<file path="src/rtl/div_pkg.sv">
// Shared types and constants for the iterative divider.
package div_pkg;

  localparam int DIV_ITER = 32;

  typedef enum logic [1:0] {
    IDLE,
    DIVZERO,
    ON,
    END
  } div_state_t;

endpackage

</file>
<file path="src/rtl/div_abs.sv">
// Conditional two's-complement negate; wraps, so the most negative value maps to itself.
module div_abs #(
  parameter int WIDTH = 32
) (
  input  logic [WIDTH-1:0] val_i,
  input  logic             neg_i,
  output logic [WIDTH-1:0] val_o
);

  assign val_o = neg_i ? (~val_i + {{(WIDTH-1){1'b0}}, 1'b1}) : val_i;

endmodule

</file>
<file path="src/rtl/div_iter.sv">
// Radix-2 restoring divider, one quotient bit per cycle, result packed as {remainder, quotient}.
// state   | meaning
// IDLE    | waiting for start_i; operands latched on accept
// DIVZERO | divisor was zero; result forced to 0
// ON      | one restoring step per cycle, WIDTH steps
// END     | sign fix-up, register result, pulse ready_o
module div_iter
  import div_pkg::*;
#(
  parameter int WIDTH = DIV_ITER
) (
  input  logic               clk,
  input  logic               rst,
  input  logic               flush,
  input  logic [WIDTH-1:0]   opdata1_i,
  input  logic [WIDTH-1:0]   opdata2_i,
  input  logic               start_i,
  input  logic               annul_i,
  input  logic               signed_div_i,
  output logic               ready_o,
  output logic [2*WIDTH-1:0] result_o
);

  localparam int CW = $clog2(WIDTH);
  localparam logic [CW-1:0] CNT_LAST = CW'(WIDTH - 1);

  div_state_t         state_q;
  logic [CW-1:0]      cnt_q;
  logic [WIDTH-1:0]   dvd_q;
  logic [WIDTH-1:0]   dvs_q;
  logic [WIDTH-1:0]   rem_q;
  logic               neg_quo_q;
  logic               neg_rem_q;
  logic               ready_q;
  logic [2*WIDTH-1:0] result_q;

  logic [WIDTH-1:0]   op1_abs;
  logic [WIDTH-1:0]   op2_abs;
  logic [WIDTH-1:0]   quo_fix;
  logic [WIDTH-1:0]   rem_fix;
  logic [WIDTH:0]     rem_sh;
  logic [WIDTH-1:0]   rem_sub;
  logic [WIDTH-1:0]   rem_d;
  logic [WIDTH-1:0]   dvd_d;
  logic               quo_bit;
  logic               abort;

  div_abs #(.WIDTH(WIDTH)) u_abs_op1 (
    .val_i (opdata1_i),
    .neg_i (signed_div_i & opdata1_i[WIDTH-1]),
    .val_o (op1_abs)
  );

  div_abs #(.WIDTH(WIDTH)) u_abs_op2 (
    .val_i (opdata2_i),
    .neg_i (signed_div_i & opdata2_i[WIDTH-1]),
    .val_o (op2_abs)
  );

  div_abs #(.WIDTH(WIDTH)) u_fix_quo (
    .val_i (dvd_q),
    .neg_i (neg_quo_q),
    .val_o (quo_fix)
  );

  div_abs #(.WIDTH(WIDTH)) u_fix_rem (
    .val_i (rem_q),
    .neg_i (neg_rem_q),
    .val_o (rem_fix)
  );

  assign abort = flush | annul_i;

  // dvd_q shifts out dividend bits at the top and collects quotient bits at the bottom
  assign rem_sh  = {rem_q, dvd_q[WIDTH-1]};
  assign quo_bit = (rem_sh >= {1'b0, dvs_q});
  assign rem_sub = rem_sh[WIDTH-1:0] - dvs_q;
  assign rem_d   = quo_bit ? rem_sub : rem_sh[WIDTH-1:0];
  assign dvd_d   = {dvd_q[WIDTH-2:0], quo_bit};

  always_ff @(posedge clk or negedge rst) begin
    if (!rst) begin
      state_q   <= IDLE;
      cnt_q     <= '0;
      dvd_q     <= '0;
      dvs_q     <= '0;
      rem_q     <= '0;
      neg_quo_q <= 1'b0;
      neg_rem_q <= 1'b0;
      ready_q   <= 1'b0;
      result_q  <= '0;
    end else begin
      ready_q <= 1'b0;
      if (abort) begin
        state_q <= IDLE;
      end else begin
        case (state_q)
          IDLE: begin
            if (start_i) begin
              dvd_q     <= op1_abs;
              dvs_q     <= op2_abs;
              neg_quo_q <= signed_div_i & (opdata1_i[WIDTH-1] ^ opdata2_i[WIDTH-1]);
              neg_rem_q <= signed_div_i & opdata1_i[WIDTH-1];
              cnt_q     <= '0;
              rem_q     <= '0;
              state_q   <= (opdata2_i == '0) ? DIVZERO : ON;
            end
          end
          DIVZERO: begin
            dvd_q   <= '0;
            rem_q   <= '0;
            state_q <= END;
          end
          ON: begin
            dvd_q <= dvd_d;
            rem_q <= rem_d;
            cnt_q <= cnt_q + 1'b1;
            if (cnt_q == CNT_LAST) state_q <= END;
          end
          END: begin
            result_q <= {rem_fix, quo_fix};
            ready_q  <= 1'b1;
            state_q  <= IDLE;
          end
          default: state_q <= IDLE;
        endcase
      end
    end
  end

  assign ready_o  = ready_q;
  assign result_o = result_q;

endmodule
</file>
<file path="config.mk">
export PLATFORM = sky130hd
export DESIGN_NAME = div_iter
export DESIGN_NICKNAME = d
export VERILOG_FILES = /design/src/rtl/div_pkg.sv /design/src/rtl/div_abs.sv /design/src/rtl/div_iter.sv
export SDC_FILE = /design/constraint.sdc
export NUM_CORES = 1
export LEC_CHECK = 0
export BUFFER_PORTS_ARGS = -buffer_cell sky130_fd_sc_hd__buf_2
export CAP_MARGIN = 20
export CORE_ASPECT_RATIO = 1.1
export CORE_MARGIN = 3
export CORE_UTILIZATION = 45
export DETAILED_ROUTE_END_ITERATION = 8
export HOLD_SLACK_MARGIN = 0.03
export PLACE_DENSITY = 0.78
export SLEW_MARGIN = 20
export SYNTH_ARGS = -nofsm -noshare
export SYNTH_HDL_FRONTEND = slang
export SYNTH_HIERARCHICAL = 1
export SYNTH_SLANG_ARGS = --single-unit
</file>
<file path="constraint.sdc">
create_clock -name clk -period 2.55 [get_ports clk]
set_input_delay 0.51 -clock clk [delete_from_list [all_inputs] [get_ports clk]]
set_output_delay 0.51 -clock clk [all_outputs]
set_load 0.01 [all_outputs]
</file>
* Word level (Yosys, flattened, before mapping)
Cells that the tools add are included. W data, S select, Z words.
Operators by class: add/sub/neg operators 6, order comparisons 1, equal/unequal tests 7, multiplexer cells 18, bitwise gates (word level) 10, reduce and logical (&&, ||, !) cells 9
Operators with widths (number):
- $mux W32 | 7
- $pmux W32 S3 | 2
- $add A32 B1 Y32 const B | 4
- $not A32 Y32 | 4
- $ge A33 B32 Y1 | 1
- $logic_not A32 Y1 | 1
- $sub A32 B32 Y32 | 1
- $pmux W5 S2 | 1
- $reduce_and A3 Y1 | 3
- $mux W2 | 4
- $pmux W2 S4 | 1
- $ne A3 B3 Y1 const B | 2
- $add A5 B1 Y5 const B | 1
- $eq A5 B5 Y1 const B | 1
- $mux W5 | 1
- $eq A2 B2 Y1 const B | 2
- $reduce_and A2 Y1 | 2
- $and A1 B1 Y1 | 3
- $reduce_bool A3 Y1 | 1
- $eq A2 B1 Y1 const B | 1
- $logic_not A2 Y1 | 1
- $mux W1 | 2
- $ne A2 B2 Y1 const B | 1
- $reduce_bool A2 Y1 | 1
- other kinds (3) | 3
Word-level totals: bits in registers 170, input bits 70, output and inout port bits 65, word-level logic and storage cells 60

* Longest topological paths before layout
word-level depth 5, depth in mapped cells 14, mapped depth without buffers 13

* By module
The synthesis kept the hierarchy.
Modules (own cells, without submodules):
- div_iter | instances 1, cells each 861, area each 8812.2 µm², sequential area each 4254.1 µm²
- div_abs | instances 4, cells each 99, area each 777.0 µm², sequential area each 0.0 µm²

* Least setup slack after synthesis
OpenSTA, ideal clock, no wires.
path kind reg-to-reg, from register dvd_q[31], to register rem_q[30], library setup time 0.126 ns, data arrival time 2.588 ns, required time 2.424 ns, path slack -0.164 ns, cell stages (with the launch flop) 14, buffers on the path 0, period minus slack after synthesis 2.714 ns, path through dfrtp_1 > inv_1 > ha_1 > fa_1 > nor2b_1 > o21bai_2 > a2111oi_4 > o21ai_2 > nand2_2 > a41oi_2 > a21oi_2 > xnor2_1 > nor3b_2 > a221o_1
On the way: cells in the longest elaborated chain, start to end 3, elaborated cells on any way between the ends 4, those cells by class add/sub (1); order compare (1); mux (2)
Ends and longest elaborated chain:
- from (decl) | RTL line div_iter.sv:29 | logic [WIDTH-1:0] dvd_q;
- from (signal assigned) | RTL line div_iter.sv:100 | dvd_q <= op1_abs;
- from (signal assigned) | RTL line div_iter.sv:115 | dvd_q <= dvd_d;
- $sub A32 B32 Y32 or $ge A33 B32 Y1 (tied branches) | RTL line div_iter.sv:77, div_iter.sv:76
- $mux W32 * | RTL line div_iter.sv:78 | assign rem_d = quo_bit ? rem_sub : rem_sh[WIDTH-1:0];
- $pmux W32 S3 * | RTL line div_iter.sv:97 | case (state_q)
- to (signal assigned) | RTL line div_iter.sv:116 | rem_q <= rem_d;
- to (decl) | RTL line div_iter.sv:31 | logic [WIDTH-1:0] rem_q;
Mark *: on every way between the ends. The rest lies on a longest branch, timed or not. A chain may end at the register's enable or synchronous reset.

* Worst setup path in the final report
from register dvs_q[1], to register rem_q[30]
On the way: cells in the longest elaborated chain, start to end 3, elaborated cells on any way between the ends 4, those cells by class add/sub (1); order compare (1); mux (2)
Ends and longest elaborated chain:
- from (decl) | RTL line div_iter.sv:30 | logic [WIDTH-1:0] dvs_q;
- from (signal assigned) | RTL line div_iter.sv:101 | dvs_q <= op2_abs;
- $sub A32 B32 Y32 or $ge A33 B32 Y1 (tied branches) | RTL line div_iter.sv:77, div_iter.sv:76
- $mux W32 * | RTL line div_iter.sv:78
- $pmux W32 S3 * | RTL line div_iter.sv:97
Marks and branches as above.

==> metrics.yaml <==
path_clk_slew_ns: 0.07
cts_root_buf: "clkbuf_16"
vias: 10672
fin_tns_setup_ns: -0.669
ys_ff_latch: 170
path_max_fanout: 3
max_freq_mhz: 380
worstSetupPathType: "reg -> reg"
nets: 1610
cts_tree: "built"
chipHeight_um: 177
clock_latency_ns: 0.44
reg2reg_depth: 12
final_common_cell: "dfrtp_1"
dp_hpwl_mm: 24.5
netlist_area_mm2: 0.0119
finalSetupViolations: 22
start_kind: "register"
drt_wl_total_mm: 33.3
slew_headroom: 0.429
yosys_warnings: 6
yosys_most_used_dff: "dfrtp_1"
r2r_start: "dvs_q[1]"
fp.dieW_um: 161
dr.pass1.iters: 5
layout_min_cycle_time_ns: 2.63
fin_cells: 1855
dpl_cell_area_mm2: 0.0140
grt_setup_unrepaired: "yes"
seqPwrFrac: 0.375
drtAntennaViolNets: 0
hold_viol: 0
yosys.area_share.simple: 0.177
synth_top_family_by_area: "compound AO/OA/AOI/OAI gates"
via_per_inst: 5.75
power_mw: 8.91
finalCritPeriodShare: 1.03
p_per_area_mw_per_mm2: 595
endpoint_kind: "register"
preCtsSetupSlack_ns: -0.104
grt_pass1_vias: 10372
die-area_mm2: 0.0285
swShare: 0.332
drt-initial-drc-count: 900
track_usage: 0.233
overflow: 0
yosysUniqueCellTypes: 70
fin_util: 0.584
arrival_ns: 2.95
start_util: 0.465
antenna_found_initial: 0
final_cell_mix: "167 x dfrtp_1, 137 x xnor2_1, 136 x nand2_1"
fin_hold_ws_ns: 0.0378
muxShareOfSynthArea: 0.0868
antenna_cells: 0
avgSynthCellArea_um2: 9.48
max_cap_violations: 0
drc: 0
syn2layout_area_growth_pct: 25.7
cts_inserted_buffers: 17
cts_max_level: 4
p_leak_nw: 6.74
hold_class: "in -> async"
core.rowCount: 61
place.gp.congestion: 0.961
final_max_slew_viol_count: 0
coreArea_mm2: 0.0256
pwr-share-comb: 0.311
grt_pass1_wl_mm: 54.0
failed_checks: "negative setup slack"
final_cell_area_mm2: 0.0150
worstMarginPinSlew_ns: 0.857
numClockSinks: 170
outcome: "finished, violations left"
yosysSeqAreaShare: 0.357
numPlacedInstances: 1812
synth_fp_nets: 1370
wl_per_cell_um: 18.0
clk_path_buf_depth: 2
worst_slack_ns: -0.0823
async_flop_share: 1.00
peakVddDrop_v: 0.000490
p_int_mw: 5.95
crit_start: "dvs_q[1]"
cp.required_ns: 2.87
switching_power_mw: 2.96
synth_compound_area_frac: 0.183
synthAdderAreaFrac: 0.0458
clock_skew_ns: 0.00817
power_frac_clock: 0.313
synth_xor_area_frac: 0.110
synthCells: 1257
numPortBuffers: 134
synth_edf_count: 0
drive_above_1_share: 0.328
grt_max_degree: 66
io_pins: 135
## kinds of logic after synthesis
group,after synthesis
AND/OR/NAND/NOR,385
AO/OA/AOI/OAI,300
flip-flops,170
XOR/XNOR,150
buffers and inverters,114
multiplexers,95
adder cells (fa/ha/maj),43
## cell usage after synthesis (18+ instances only)
master    number  area (µm²)
dfrtp_1      170        4250
nand2_1      137         514
xnor2_1      137        1200
o21ai_0       85         425
nor2_1        84         315
mux2_2        65         732
inv_1         57         214
ha_1          42         526
o31ai_1       35         263
clkbuf_1      33         124
a21oi_1       32         160
a221oi_1      30         263
o21ai_1       30         150
nand3_1       29         145
mux2i_1       28         280
o41ai_1       20         175
a21o_1        18         135
## timing repair
action                                  4_1_cts  5_1_grt
hold buffers                                  0        0
buffers inserted                              5        7
pin swaps                                    13       21
gates resized for setup                      15       45
gates cloned                                  2        0
endpoints found under the hold margin         0        0
endpoints found under the setup margin       32       33
## worst max-delay path: stages, from the launching register on
cell and delay, ns:
dfrtp_1 0.40, buf_4 0.16, fa_2 0.42, nor2b_4 0.15
o21bai_4 0.08, a2111oi_4 0.37, o21ai_2 0.09, nand2_2 0.09
a41oi_2 0.12, a21oi_2 0.16, xnor2_1 0.14, nor3b_2 0.06
a221o_1 0.27
## power groups by stage
stage / sequential [mW] / clock [mW] / combinational [mW]
detailed placement: 3.38 / 0 / 2.56
CTS: 3.34 / 2.84 / 2.63
floorplan: 3.35 / 0 / 1.61
global placement: 3.36 / 0 / 2.50
finish: 3.34 / 2.79 / 2.77
global route: 3.39 / 2.98 / 3.02
## layer usage
| metal | vias up | wire (µm) | share of wire | GRT usage |
|---|---|---|---|---|
| met5 | - | 0 | 0 | 0 |
| met4 | 0 | 767 | 0.023 | 0.0717 |
| met3 | 64 | 1700 | 0.051 | 0.0332 |
| met2 | 377 | 16000 | 0.48 | 0.388 |
| met1 | 5214 | 14800 | 0.44 | 0.316 |
| li1 | 5017 | - | - | - |
## flip-flops by register name, summed over array words and instances, names as in the netlist
| name | flops |
|---|---|
| dvs_q | 32 |
| cnt_q | 5 |
| state_q | 2 |
| result_o | 64 |
| dvd_q | 32 |
| ready_o | 1 |
| neg_rem_q | 1 |
| neg_quo_q | 1 |
| rem_q | 32 |
## area by class of cell
cell class / count / area (µm²)
fill: 2131 / 10700
multi-input combinational: 974 / 7570
sequential: 170 / 4260
timing repair buffer: 276 / 1880
clock buffer: 18 / 439
tap: 346 / 433
inverter: 58 / 218
clock inverter: 13 / 190
## path summary, 6_finish.rpt
| path | end | slack [ns] |
|---|---|---|
| setup / recovery | rem_q[30] | -0.08 |
| hold / removal | result_o[54] | 0.04 |
| setup reg to reg | rem_q[30] | -0.08 |
| hold reg to reg | neg_quo_q | 0.49 |
| max in group asynchronous | rem_q[3] | 1.72 |
| min in group clk | neg_quo_q | 0.37 |
Note: power is estimated with default switching activity, not from simulation.
